## src/rtl/mips_pkg.sv

```systemverilog
// mips_pkg: state, opcode/funct and datapath select encodings shared by control and datapath
package mips_pkg;
  typedef enum logic [2:0] {
    S_FETCH  = 3'd0,
    S_DECODE = 3'd1,
    S_EXE    = 3'd2,
    S_MEM    = 3'd3,
    S_WB     = 3'd4
  } state_t;
  localparam logic [5:0] OP_RTYPE = 6'b000000;
  localparam logic [5:0] OP_ORI   = 6'b001101;
  localparam logic [5:0] OP_LUI   = 6'b001111;
  localparam logic [5:0] OP_LW    = 6'b100011;
  localparam logic [5:0] OP_SW    = 6'b101011;
  localparam logic [5:0] OP_BEQ   = 6'b000100;
  localparam logic [5:0] OP_J     = 6'b000010;
  localparam logic [5:0] OP_JAL   = 6'b000011;
  localparam logic [5:0] FN_ADDU  = 6'b100001;
  localparam logic [5:0] FN_SUBU  = 6'b100011;
  localparam logic [5:0] FN_JR    = 6'b001000;
  localparam logic [1:0] NPC_PC4  = 2'd0;
  localparam logic [1:0] NPC_BR   = 2'd1;
  localparam logic [1:0] NPC_J    = 2'd2;
  localparam logic [1:0] NPC_JR   = 2'd3;
  localparam logic [2:0] ALU_ADD  = 3'd0;
  localparam logic [2:0] ALU_SUB  = 3'd1;
  localparam logic [2:0] ALU_OR   = 3'd2;
  localparam logic [2:0] ALU_LUI  = 3'd3;
  localparam logic [1:0] EXT_ZERO = 2'd0;
  localparam logic [1:0] EXT_SIGN = 2'd1;
  localparam logic [1:0] EXT_HI16 = 2'd2;
  localparam logic [1:0] WB_ALU   = 2'd0;
  localparam logic [1:0] WB_DM    = 2'd1;
  localparam logic [1:0] WB_PC4   = 2'd2;
  localparam logic [1:0] RD_RT    = 2'd0;
  localparam logic [1:0] RD_RD    = 2'd1;
  localparam logic [1:0] RD_RA    = 2'd2;
  typedef struct packed {
    logic rtype_alu;
    logic ori;
    logic lui;
    logic lw;
    logic sw;
    logic beq;
    logic j;
    logic jal;
    logic jr;
    logic illegal;
  } instr_class_t;
endpackage

```

## src/rtl/mips_instr_decode.sv

```systemverilog
// mips_instr_decode: classifies the latched instruction word into one-hot instruction classes
module mips_instr_decode
  import mips_pkg::*;
(
  input  logic [31:0]  instr,
  output instr_class_t cls
);
  logic [5:0] op;
  logic [5:0] fn;
  logic       unused_bits;
  assign op = instr[31:26];
  assign fn = instr[5:0];
  assign unused_bits = ^instr[25:6];
  always_comb begin
    cls = '0;
    cls.rtype_alu = op == OP_RTYPE && (fn == FN_ADDU || fn == FN_SUBU);
    cls.jr = op == OP_RTYPE && fn == FN_JR;
    cls.ori = op == OP_ORI;
    cls.lui = op == OP_LUI;
    cls.lw = op == OP_LW;
    cls.sw = op == OP_SW;
    cls.beq = op == OP_BEQ;
    cls.j = op == OP_J;
    cls.jal = op == OP_JAL;
    cls.illegal = op == OP_RTYPE ? !(fn == FN_ADDU || fn == FN_SUBU || fn == FN_JR)
                : !(op inside {OP_ORI, OP_LUI, OP_LW, OP_SW, OP_BEQ, OP_J, OP_JAL});
  end
endmodule

```

## src/rtl/mips_ctrl_fsm.sv

```systemverilog
// mips_ctrl_fsm: multi-cycle MIPS control sequencer driving datapath enables and selects
module mips_ctrl_fsm
  import mips_pkg::*;
(
  input  logic        clk,
  input  logic        rst,
  input  logic [31:0] instr,
  input  logic        zero,
  output logic        irwr,
  output logic        pcwr,
  output logic [1:0]  npc_op,
  output logic        rfwr,
  output logic [1:0]  regdst,
  output logic        alusrc,
  output logic [2:0]  aluop,
  output logic [1:0]  extop,
  output logic        dmwr,
  output logic [1:0]  wbsel,
  output logic        illegal,
  output logic [2:0]  state
);
  state_t       state_q, state_d;
  instr_class_t c;
  logic         fe, de, ex, me, wb, hold, is_sub;
  mips_instr_decode u_dec (
    .instr(instr),
    .cls  (c)
  );
  assign fe = state_q == S_FETCH;
  assign de = state_q == S_DECODE;
  assign ex = state_q == S_EXE;
  assign me = state_q == S_MEM;
  assign wb = state_q == S_WB;
  assign hold = ex | me | wb;
  assign is_sub = c.rtype_alu && instr[5:0] == FN_SUBU;
  always_comb begin
    state_d = fe ? S_DECODE
            : de ? ((c.j | c.jal | c.jr | c.illegal) ? S_FETCH : S_EXE)
            : ex ? (c.beq ? S_FETCH : (c.lw | c.sw) ? S_MEM : S_WB)
            : me ? (c.lw ? S_WB : S_FETCH)
            : S_FETCH;
  end
  always_ff @(posedge clk) begin
    state_q <= !rst ? S_FETCH : state_d;
  end
  assign state = state_q;
  // enables are gated by rst so nothing writes while reset is held
  assign irwr = rst & fe;
  assign pcwr = rst & (fe | (de & (c.j | c.jal | c.jr)) | (ex & c.beq & zero));
  assign rfwr = rst & ((de & c.jal) | wb);
  assign dmwr = rst & me & c.sw;
  assign illegal = rst & de & c.illegal;
  assign npc_op = (de & (c.j | c.jal)) ? NPC_J
                : (de & c.jr) ? NPC_JR
                : (ex & c.beq) ? NPC_BR
                : NPC_PC4;
  assign regdst = (de & c.jal) ? RD_RA : (wb & c.rtype_alu) ? RD_RD : RD_RT;
  assign wbsel = (de & c.jal) ? WB_PC4 : (wb & c.lw) ? WB_DM : WB_ALU;
  assign alusrc = hold & (c.ori | c.lui | c.lw | c.sw);
  assign aluop = !hold ? ALU_ADD
               : (c.beq | is_sub) ? ALU_SUB
               : c.ori ? ALU_OR
               : c.lui ? ALU_LUI
               : ALU_ADD;
  assign extop = !hold ? EXT_ZERO
               : (c.lw | c.sw) ? EXT_SIGN
               : c.lui ? EXT_HI16
               : EXT_ZERO;
endmodule

```

## config.mk

```make
export PLATFORM = sky130hd
export DESIGN_NAME = mips_ctrl_fsm
export DESIGN_NICKNAME = d
export VERILOG_FILES = /design/src/rtl/mips_pkg.sv /design/src/rtl/mips_instr_decode.sv /design/src/rtl/mips_ctrl_fsm.sv
export SDC_FILE = /design/constraint.sdc
export NUM_CORES = 1
export LEC_CHECK = 0
export ABC_CLOCK_PERIOD_IN_PS = 2500
export CAP_MARGIN = 20
export CORE_MARGIN = 4
export CORE_UTILIZATION = 27
export CTS_CLUSTER_SIZE = 40
export DETAILED_ROUTE_END_ITERATION = 10
export GPL_ROUTABILITY_DRIVEN = 0
export PLACE_DENSITY = 0.9
export SYNTH_ARGS = -nofsm -noshare
export SYNTH_HDL_FRONTEND = slang
export SYNTH_SLANG_ARGS = --single-unit
```

## constraint.sdc

```tcl
create_clock -name clk -period 2.5 [get_ports clk]
set_clock_uncertainty 0.05 [all_clocks]
set_input_delay 0.375 -clock clk [delete_from_list [all_inputs] [get_ports clk]]
set_output_delay 0.375 -clock clk [all_outputs]
set_load 0.05 [all_outputs]
```

* After elaboration in Yosys (flattened, before gate mapping)
Cells that the tools add are included.
** Operators by class
- Bitwise logic cells :: 30
- Multiplexer cells :: 23
- Reductions and logical operators :: 11
- Equal/unequal tests :: 14
** Operators by type and width (count)
- $eq 6x6->1 const B :: 4
- $mux 2 :: 12
- $eq 6x4->1 const B :: 3
- $mux 3 :: 6
- $and 1x1->1 :: 16
- $or 1x1->1 :: 13
- $eq 6x2->1 const B :: 2
- $reduce_bool 7->1 :: 1
- $eq 3x2->1 const B :: 2
- $eq 6x3->1 const B :: 1
- $logic_not 6->1 :: 1
- $mux 1 :: 5
- $eq 3x1->1 const B :: 1
- $eq 3x3->1 const B :: 1
- $logic_and 1x1->1 :: 3
- $logic_not 3->1 :: 1
- $logic_not 1->1 :: 2
- $logic_or 1x1->1 :: 2
- $reduce_or 2->1 :: 1
- $not 1->1 :: 1
** Storage, ports and cells
- Output and inout port bits :: 20
- Flip-flop bits (word level) :: 3
- Logic and storage cells :: 80

* Logic depth before layout (Yosys ltp)
Gate-level depths: netlist of the first run.
- Depth in word-level cells :: 9
- Gate-level depth with buffers :: 6
- Mapped depth without buffers :: 5

* Cells and area by module
A second synthesis of the first run with hierarchy kept.
** Second synthesis, totals
- Cells, all modules :: 83
- Area total of the unflattened synthesis :: 580.6 sq um
** By module, submodules not included
- mips_ctrl_fsm :: area an instance 410.4 sq um, instances 1, cells each 56
- mips_instr_decode :: area an instance 170.2 sq um, instances 1, cells each 27

* Worst setup path after synthesis of the first run
OpenSTA, ideal clock, no wires.
- Path kind :: register -> output
- Start :: reg state_q[0] (netlist: state[0])
- End :: out wbsel[1]
- Arrival :: 3.120 ns
- Cell stages (with the launch flop) :: 5
- Buffers on the path :: 2
- Setup slack :: -1.045 ns
- Required time :: 2.075 ns
- Path through :: dfxtp_1 > clkbuf_1 > nand2b_1 > nor4_1 > buf_4
** On the way
- Cells in the longest elaborated chain, start to end :: 3
** Ends and longest elaborated chain
- start, declared :: RTL line mips_ctrl_fsm.sv:22 : state_t state_q, state_d;
- start signal, assigned :: RTL line mips_ctrl_fsm.sv:44 : state_q <= !rst ? S_FETCH : state_d;
- $eq 3x1->1 :: RTL line mips_ctrl_fsm.sv:30 : assign de = state_q == S_DECODE;
- $and 1x1->1 :: RTL line mips_ctrl_fsm.sv:58 : assign wbsel = (de & c.jal) ? WB_PC4 : (wb & c.lw) ? WB_DM : WB_ALU;
- $mux 2 :: RTL line mips_ctrl_fsm.sv:58
- end, declared :: RTL line mips_ctrl_fsm.sv:18 : output logic [1:0] wbsel,
No other way between the ends.

* Worst setup path in the final report of the first run
- Start :: in instr[30]
- End :: out aluop[0]
** On the way
- Cells in the longest elaborated chain, start to end :: 6
- Elaborated cells on any way between the ends :: 11
- Those cells by class :: eq/ne: 3; mux: 4; bitwise: 1; reduce/logical: 3
** Ends and longest elaborated chain
- start, declared :: RTL line mips_ctrl_fsm.sv:7 : input logic [31:0] instr,
- $logic_not 6->1 :: RTL line mips_instr_decode.sv:16 : cls.rtype_alu = op == OP_RTYPE && (fn == FN_ADDU || fn == FN_SUBU);
- $logic_and 1x1->1 :: RTL line mips_instr_decode.sv:16
- $logic_and 1x1->1 :: RTL line mips_ctrl_fsm.sv:35 : assign is_sub = c.rtype_alu && instr[5:0] == FN_SUBU;
- $or 1x1->1 :: RTL line mips_ctrl_fsm.sv:61 : : (c.beq | is_sub) ? ALU_SUB
- $mux 2 * :: RTL line mips_ctrl_fsm.sv:61
- $mux 2 * :: RTL line mips_ctrl_fsm.sv:60 : assign aluop = !hold ? ALU_ADD
- end, declared :: RTL line mips_ctrl_fsm.sv:15 : output logic [2:0] aluop,
Mark *: on every way between the ends. The rest lies on a longest branch, timed or not.

==> results_dict.tcl, run 1 <==
set metrics [dict create \
    portBuffers 33 \
    cp_num_buf_inv 2 \
    synth_top_area_cell "dfxtp_1" \
    power.share.clock_pct 33.1 \
    power_per_cell_area_nw_per_um2 230 \
    route.antenna.remaining_nets 0 \
    grt_antenna_before_repair 0 \
    ys_warn_count 0 \
    nFillCells 138 \
    first_pass_iters 4 \
    ir_drop_uv 141 \
    clock_latency_ns 0.24 \
    drive_gt1_share_pct 47.9 \
    relSlewSlack_pct 66.8 \
    p_sw_uw 104 \
    cts_tree "done" \
    yosysMostFrequentCell "nor2_1" \
    period_needed_ns 2.48 \
    reg2reg_slack_ns 1.21 \
    coreArea_um2 1730 \
    drv_cap 0 \
    die_w_um 50.5 \
    cts_buffers 3 \
    antennaDiodeCount 0 \
    drt_iter0_markers 27 \
    cp.arrival_ns 2.06 \
    cts.sinks 3 \
    synth_nets 112 \
    syn_inst 77 \
    post-route-period-util_pct 99.3 \
    synth_area_per_cell_um2 6.34 \
    setup_slack_ns 0.0184 \
    grt.total_usage_pct 17.0 \
    place_ws_ns -0.320 \
    seq_area_um2 62.6 \
    die-height_um 50.5 \
    met1_usage_pct 18.4 \
    tightest_slew_ns 0.497 \
    crit_slowest_cell "clkdlybuf4s50_1" \
    status "finished, final reports clean" \
    hold_viol_final 0 \
    required_ns 2.08 \
    netlist_area_um2 488 \
    r2r.worst_path.cells 4 \
    grt_use_met2_pct 28.0 \
    async_flop_share_pct 0 \
    timing.fmax_mhz 403 \
    synth_seq_area_share_pct 12.3 \
    via_count 773 \
    grt_max_degree 14 \
    critPathKind "in2out" \
    p_seq_share_pct 20.8 \
    timing.hold.worst.class "reg2reg" \
    multi_input_area_um2 499 \
    fin_nets 155 \
    timing.rr.end "state[1]" \
    ys.flop_type "dfxtp_1" \
    startpoint_type "primary input" \
    synth.top_cell.area_share_pct 12.3 \
    viasPerCell 5.37 \
    p_leak_nw 0.444 \
    drcViolationCount 0 \
    synth_commonest_cells "nor2_1, nand2_1, a21oi_1, nor3_1, nor4_1" \
    top_usage_layer "met2" \
    grt_overflow 0 \
    clockRootBuffer "clkbuf_4" \
    grt_pass1_wl_um 3280 \
    place_hpwl_um 1610 \
    cts_buffer_depth 2 \
    hold_start "state[0]" \
    largest_register_ffs 3 \
    start_util_pct 28.3 \
    pin_count 55 \
    rsz0062_at_grt "true" \
    h-tree-depth 1 \
    ys_top_cells_by_area "dfxtp_1, nor2_1, nand2_1" \
    combPwrFrac_pct 46.1 \
    clk_pin_slew_ns 0.04 \
    critPathTopFamily "simple AND/OR/NAND/NOR gates" \
    yosysUniqueCellTypes 30 \
    hold_path_depth 1 \
    critical_path.max_stage_delay_ns 0.46 \
    critPathCaptureType "output pin" \
    avgRoutedWirePerCell_um 15.4 \
    grt_pass1_vias 742 \
    finalSetupViolCount 0 \
    drt_wl_total_um 2220 \
    hold_buffers 0 \
    rows 15 \
    swShare_pct 38.5 \
    whs_endpoint "state[0]" \
    synth_edf_count 0 \
    p_int_uw 165 \
    grt.met3_usage_pct 4.45 \
    maxSlewViolCount 0 \
    path_max_fanout 3 \
    cp_cell_sequence "clkdlybuf4s50_1 -> nor4_4 -> nand2_1 -> nor4_2 -> a21oi_1 -> o21bai_2 -> buf_12" \
    ys_ff_latch 3 \
    die_area_um2 2550 \
    timing.rr.start "state[1]" \
    areaGrowthSynthToFinish_pct 140 \
    hold_slack_ns 0.502 \
]
==> through the flow <==
| stage | setup TNS [ns] | cells | power [mW] | utilization (%) | area [µm²] |
|---|---|---|---|---|---|
| detailed placement | -1.30 | 139 | 0.170 | 61.5 | 1060 |
| floorplan | -0.500 | 77 | 0.112 | - | 520 |
| finish | 0 | 144 | 0.269 | 67.8 | 1170 |
| CTS | -0.0543 | 143 | 0.265 | 65.8 | 1140 |
| global route | -0.148 | 144 | 0.286 | 67.8 | 1170 |
| global placement | -0.888 | 139 | 0.166 | 61.5 | 1060 |
==> layout make-up <==
| cell class | count | area share (%) |
|---|---|---|
| tap | 25 | 2.67 |
| sequential | 3 | 5.35 |
| clock buffer | 4 | 2.25 |
| timing repair buffer | 44 | 47.1 |
| multi-input combinational | 68 | 42.7 |
==> worst max-delay path by stage <==
stage / startpoint / endpoint / depth (start not counted) / slack (ns)
global placement: instr[5] / illegal / 7 / -0.27
global route: instr[26] / illegal / 8 / -0.05
floorplan: state[1] / wbsel[1] / 4 / -0.26
finish: instr[30] / aluop[0] / 7 / 0.02
detailed placement: instr[5] / illegal / 7 / -0.32
CTS: instr[29] / rfwr / 7 / -0.05
==> cells by family (layout without fill, tap and decap cells) <==
family,Yosys count,after routing,share of synthesized area (%)
DFF,3,3,12.3
and+or+nand+nor,51,51,57.7
muxes,2,2,4.10
buffers and inverters,6,48,6.15
other,1,1,0.768
AOI/OAI and AO/OA,14,14,19.0
==> power by group through the flow <==
stage                     combinational [mW]  clock [mW]  sequential [mW]
after floorplan                       0.0536           0           0.0581
after global placement                 0.110           0           0.0558
after detailed placement               0.114           0           0.0561
after CTS                              0.120      0.0905           0.0555
after global routing                   0.130      0.0992           0.0563
final                                  0.124      0.0891           0.0559
==> routing by layer <==
| layer | share of wire, % | wire [µm] | vias up |
|---|---|---|---|
| met4 | 3.4 | 76 | 0 |
| met1 | 38 | 840 | 357 |
| met3 | 5.8 | 129 | 8 |
| li1 | - | - | 361 |
| met2 | 53 | 1180 | 47 |
| met5 | 0 | 0 | - |
==> cell usage in the layout, fill, tap and decap left out, drive strengths merged, types with 2 or more instances in the layout <==
| cell | count |
|---|---|
| a211oi | 2 |
| a21oi | 5 |
| and2 | 2 |
| buf | 27 |
| clkbuf | 7 |
| clkdlybuf4s50 | 9 |
| dfxtp | 3 |
| dlygate4sd2 | 2 |
| dlymetal6s2s | 3 |
| mux2i | 2 |
| nand2 | 9 |
| nand2b | 4 |
| nand3b | 3 |
| nor2 | 10 |
| nor2b | 2 |
| nor3 | 5 |
| nor4 | 5 |
| o22ai | 3 |
| or2 | 2 |
| or3 | 3 |
==> timing repair <==
item / in CTS / in global routing
resized for setup: 19 / 14
buffers inserted: 0 / 1
hold endpoints to repair: 0 / 0
endpoints found under the setup margin: 6 / 6
pin swaps: 7 / 2
No activity file was read; power rests on OpenSTA's default activity.
==> run 2, diff against run 1 <==
--- a/config.mk
+++ b/config.mk
@@ -9,10 +9,11 @@
 export CAP_MARGIN = 20
 export CORE_MARGIN = 4
 export CORE_UTILIZATION = 27
-export CTS_CLUSTER_SIZE = 40
+export CTS_CLUSTER_SIZE = 8
 export DETAILED_ROUTE_END_ITERATION = 10
 export GPL_ROUTABILITY_DRIVEN = 0
 export PLACE_DENSITY = 0.9
 export SYNTH_ARGS = -nofsm -noshare
 export SYNTH_HDL_FRONTEND = slang
 export SYNTH_SLANG_ARGS = --single-unit
+export TNS_END_PERCENT = 20
==> results_dict.tcl, run 2 (synthesized netlist as in run 1, its figures left out) <==
set metrics [dict create \
    die_area_um2 2550 \
    grt.total_usage_pct 17.9 \
    grt_overflow 0 \
    route.antenna.remaining_nets 0 \
    layout_commonest_cell "buf_4" \
    start_util_pct 28.3 \
    antennaDiodeCount 0 \
    place_hpwl_um 1680 \
    pin_count 55 \
    die_w_um 50.5 \
    hold_start "state[1]" \
    cts_tree "done" \
    grt_max_degree 13 \
    clockRootBuffer "clkbuf_4" \
    wl_met2_um 1200 \
    drt_wl_total_um 2290 \
    portBuffers 33 \
    grt_antenna_before_repair 0 \
    rows 15 \
    final_cell_mix "buf_4, buf_12, clkdlybuf4s50_1, nor2_1, nand2_1" \
    first_pass_iters 4 \
    cts.sinks 3 \
    rsz0062_at_grt "true" \
    tightest_slew_ns 0.505 \
    hold_viol_final 0 \
    timing.rr.end "state[1]" \
    clk_pin_slew_ns 0.04 \
    tns_ns 0 \
    routed-wl-met3_um 172 \
    relSlewSlack_pct 66.2 \
    startpoint_type "primary input" \
    hold_buffers 0 \
    coreArea_um2 1730 \
    clock_latency_ns 0.26 \
    viasPerCell 5.29 \
    timing.rr.start "state[0]" \
    path_max_fanout 2 \
    critPathKind "in2out" \
    whs_endpoint "state[0]" \
    cts_buffer_depth 2 \
    die-height_um 50.5 \
    drcViolationCount 0 \
    avgRoutedWirePerCell_um 15.2 \
    drv_cap 0 \
    required_ns 2.08 \
    timing.fmax_mhz 401 \
    post-route-period-util_pct 99.8 \
    cp.arrival_ns 2.07 \
    hold_slack_ns 0.600 \
    timing.hold.worst.class "reg2reg" \
    areaGrowthSynthToFinish_pct 151 \
    r2r.worst_path.cells 4 \
    routed.top_layer "met4" \
    power_per_cell_area_nw_per_um2 232 \
    largest_register_ffs 3 \
    fin_nets 161 \
    maxSlewViolCount 0 \
    p_leak_nw 0.492 \
    grt_pass1_wl_um 3440 \
    period_needed_ns 2.49 \
    hold_path_depth 2 \
    finalCoreUtilization_pct 70.9 \
    grt_pass1_vias 771 \
    finalSetupViolCount 0 \
    cts_buffers 3 \
    via_count 794 \
    drive_gt1_share_pct 46.4 \
    wl_met1_um 868 \
    h-tree-depth 1 \
    drt_iter0_markers 17 \
    reg2reg_slack_ns 1.24 \
    status "finished, final reports clean" \
    critPathCaptureType "output pin" \
    ir_drop_uv 166 \
]
run 2: changes by cell type in the layout (fill, tap and decap cells not counted), sizes merged:
cell           previous run  this run
dlymetal6s2s              3         4
clkbuf                    7         4
buf                      27        33
dlygate4sd2               2         1
clkdlybuf4s15             0         3
run 2: critical path, cell delays in order:
cell and delay (ns):
clkdlybuf4s15_1 0.18, or4b_4 0.55, a211oi_2 0.19, nor2_1 0.08
or3_4 0.39, and2_4 0.15, buf_8 0.14
run 2: layer usage:
layer  GRT usage, %  up-vias
met5              0        -
met4           9.42        0
met3           7.12        8
met2           33.0       38
met1           16.8      373
li1               -      375
run 2: per-stage QoR:
stage / instance area, µm² / std cells / worst slack, ns / power, mW
4_1_cts: 1160 / 149 / 0.00502 / 0.275
6_report: 1220 / 150 / 0.00595 / 0.284
3_5_place_dp: 1090 / 145 / -0.310 / 0.173
5_1_grt: 1220 / 150 / -0.0494 / 0.297
2_1_floorplan: 507 / 77 / -0.404 / 0.111
3_3_place_gp: 1090 / 145 / -0.265 / 0.169
run 2: worst max path at each step:
stage / startpoint / to / slack, ns / depth (start not counted)
2_1_floorplan: state[2] / rfwr / -0.40 / 5
3_3_place_gp: instr[5] / illegal / -0.26 / 7
3_5_place_dp: instr[1] / illegal / -0.31 / 7
4_1_cts: instr[0] / illegal / 0.005 / 7
5_1_grt: instr[26] / rfwr / -0.05 / 9
6_report: instr[0] / illegal / 0.006 / 7
run 2: repair_timing:
action	CTS	global route
setup endpoints to repair	6	11
pin swaps	4	4
gates resized for setup	16	15
buffers inserted	0	1
run 2: final cells by class:
cell class | instances | area, µm²
clock buffer | 4 | 26.3
multi-input combinational | 68 | 497
timing repair buffer | 50 | 609
tap | 25 | 31.3
sequential | 3 | 60.1
fill | 122 | 503
run 2: report_power, final:
| group | internal (mW) | leakage (nW) | switching (mW) |
|---|---|---|---|
| logic | 0.0605 | 0.452 | 0.0710 |
| clock network | 0.0606 | 0.0150 | 0.0377 |
| registers | 0.0498 | 0.0245 | 0.00465 |
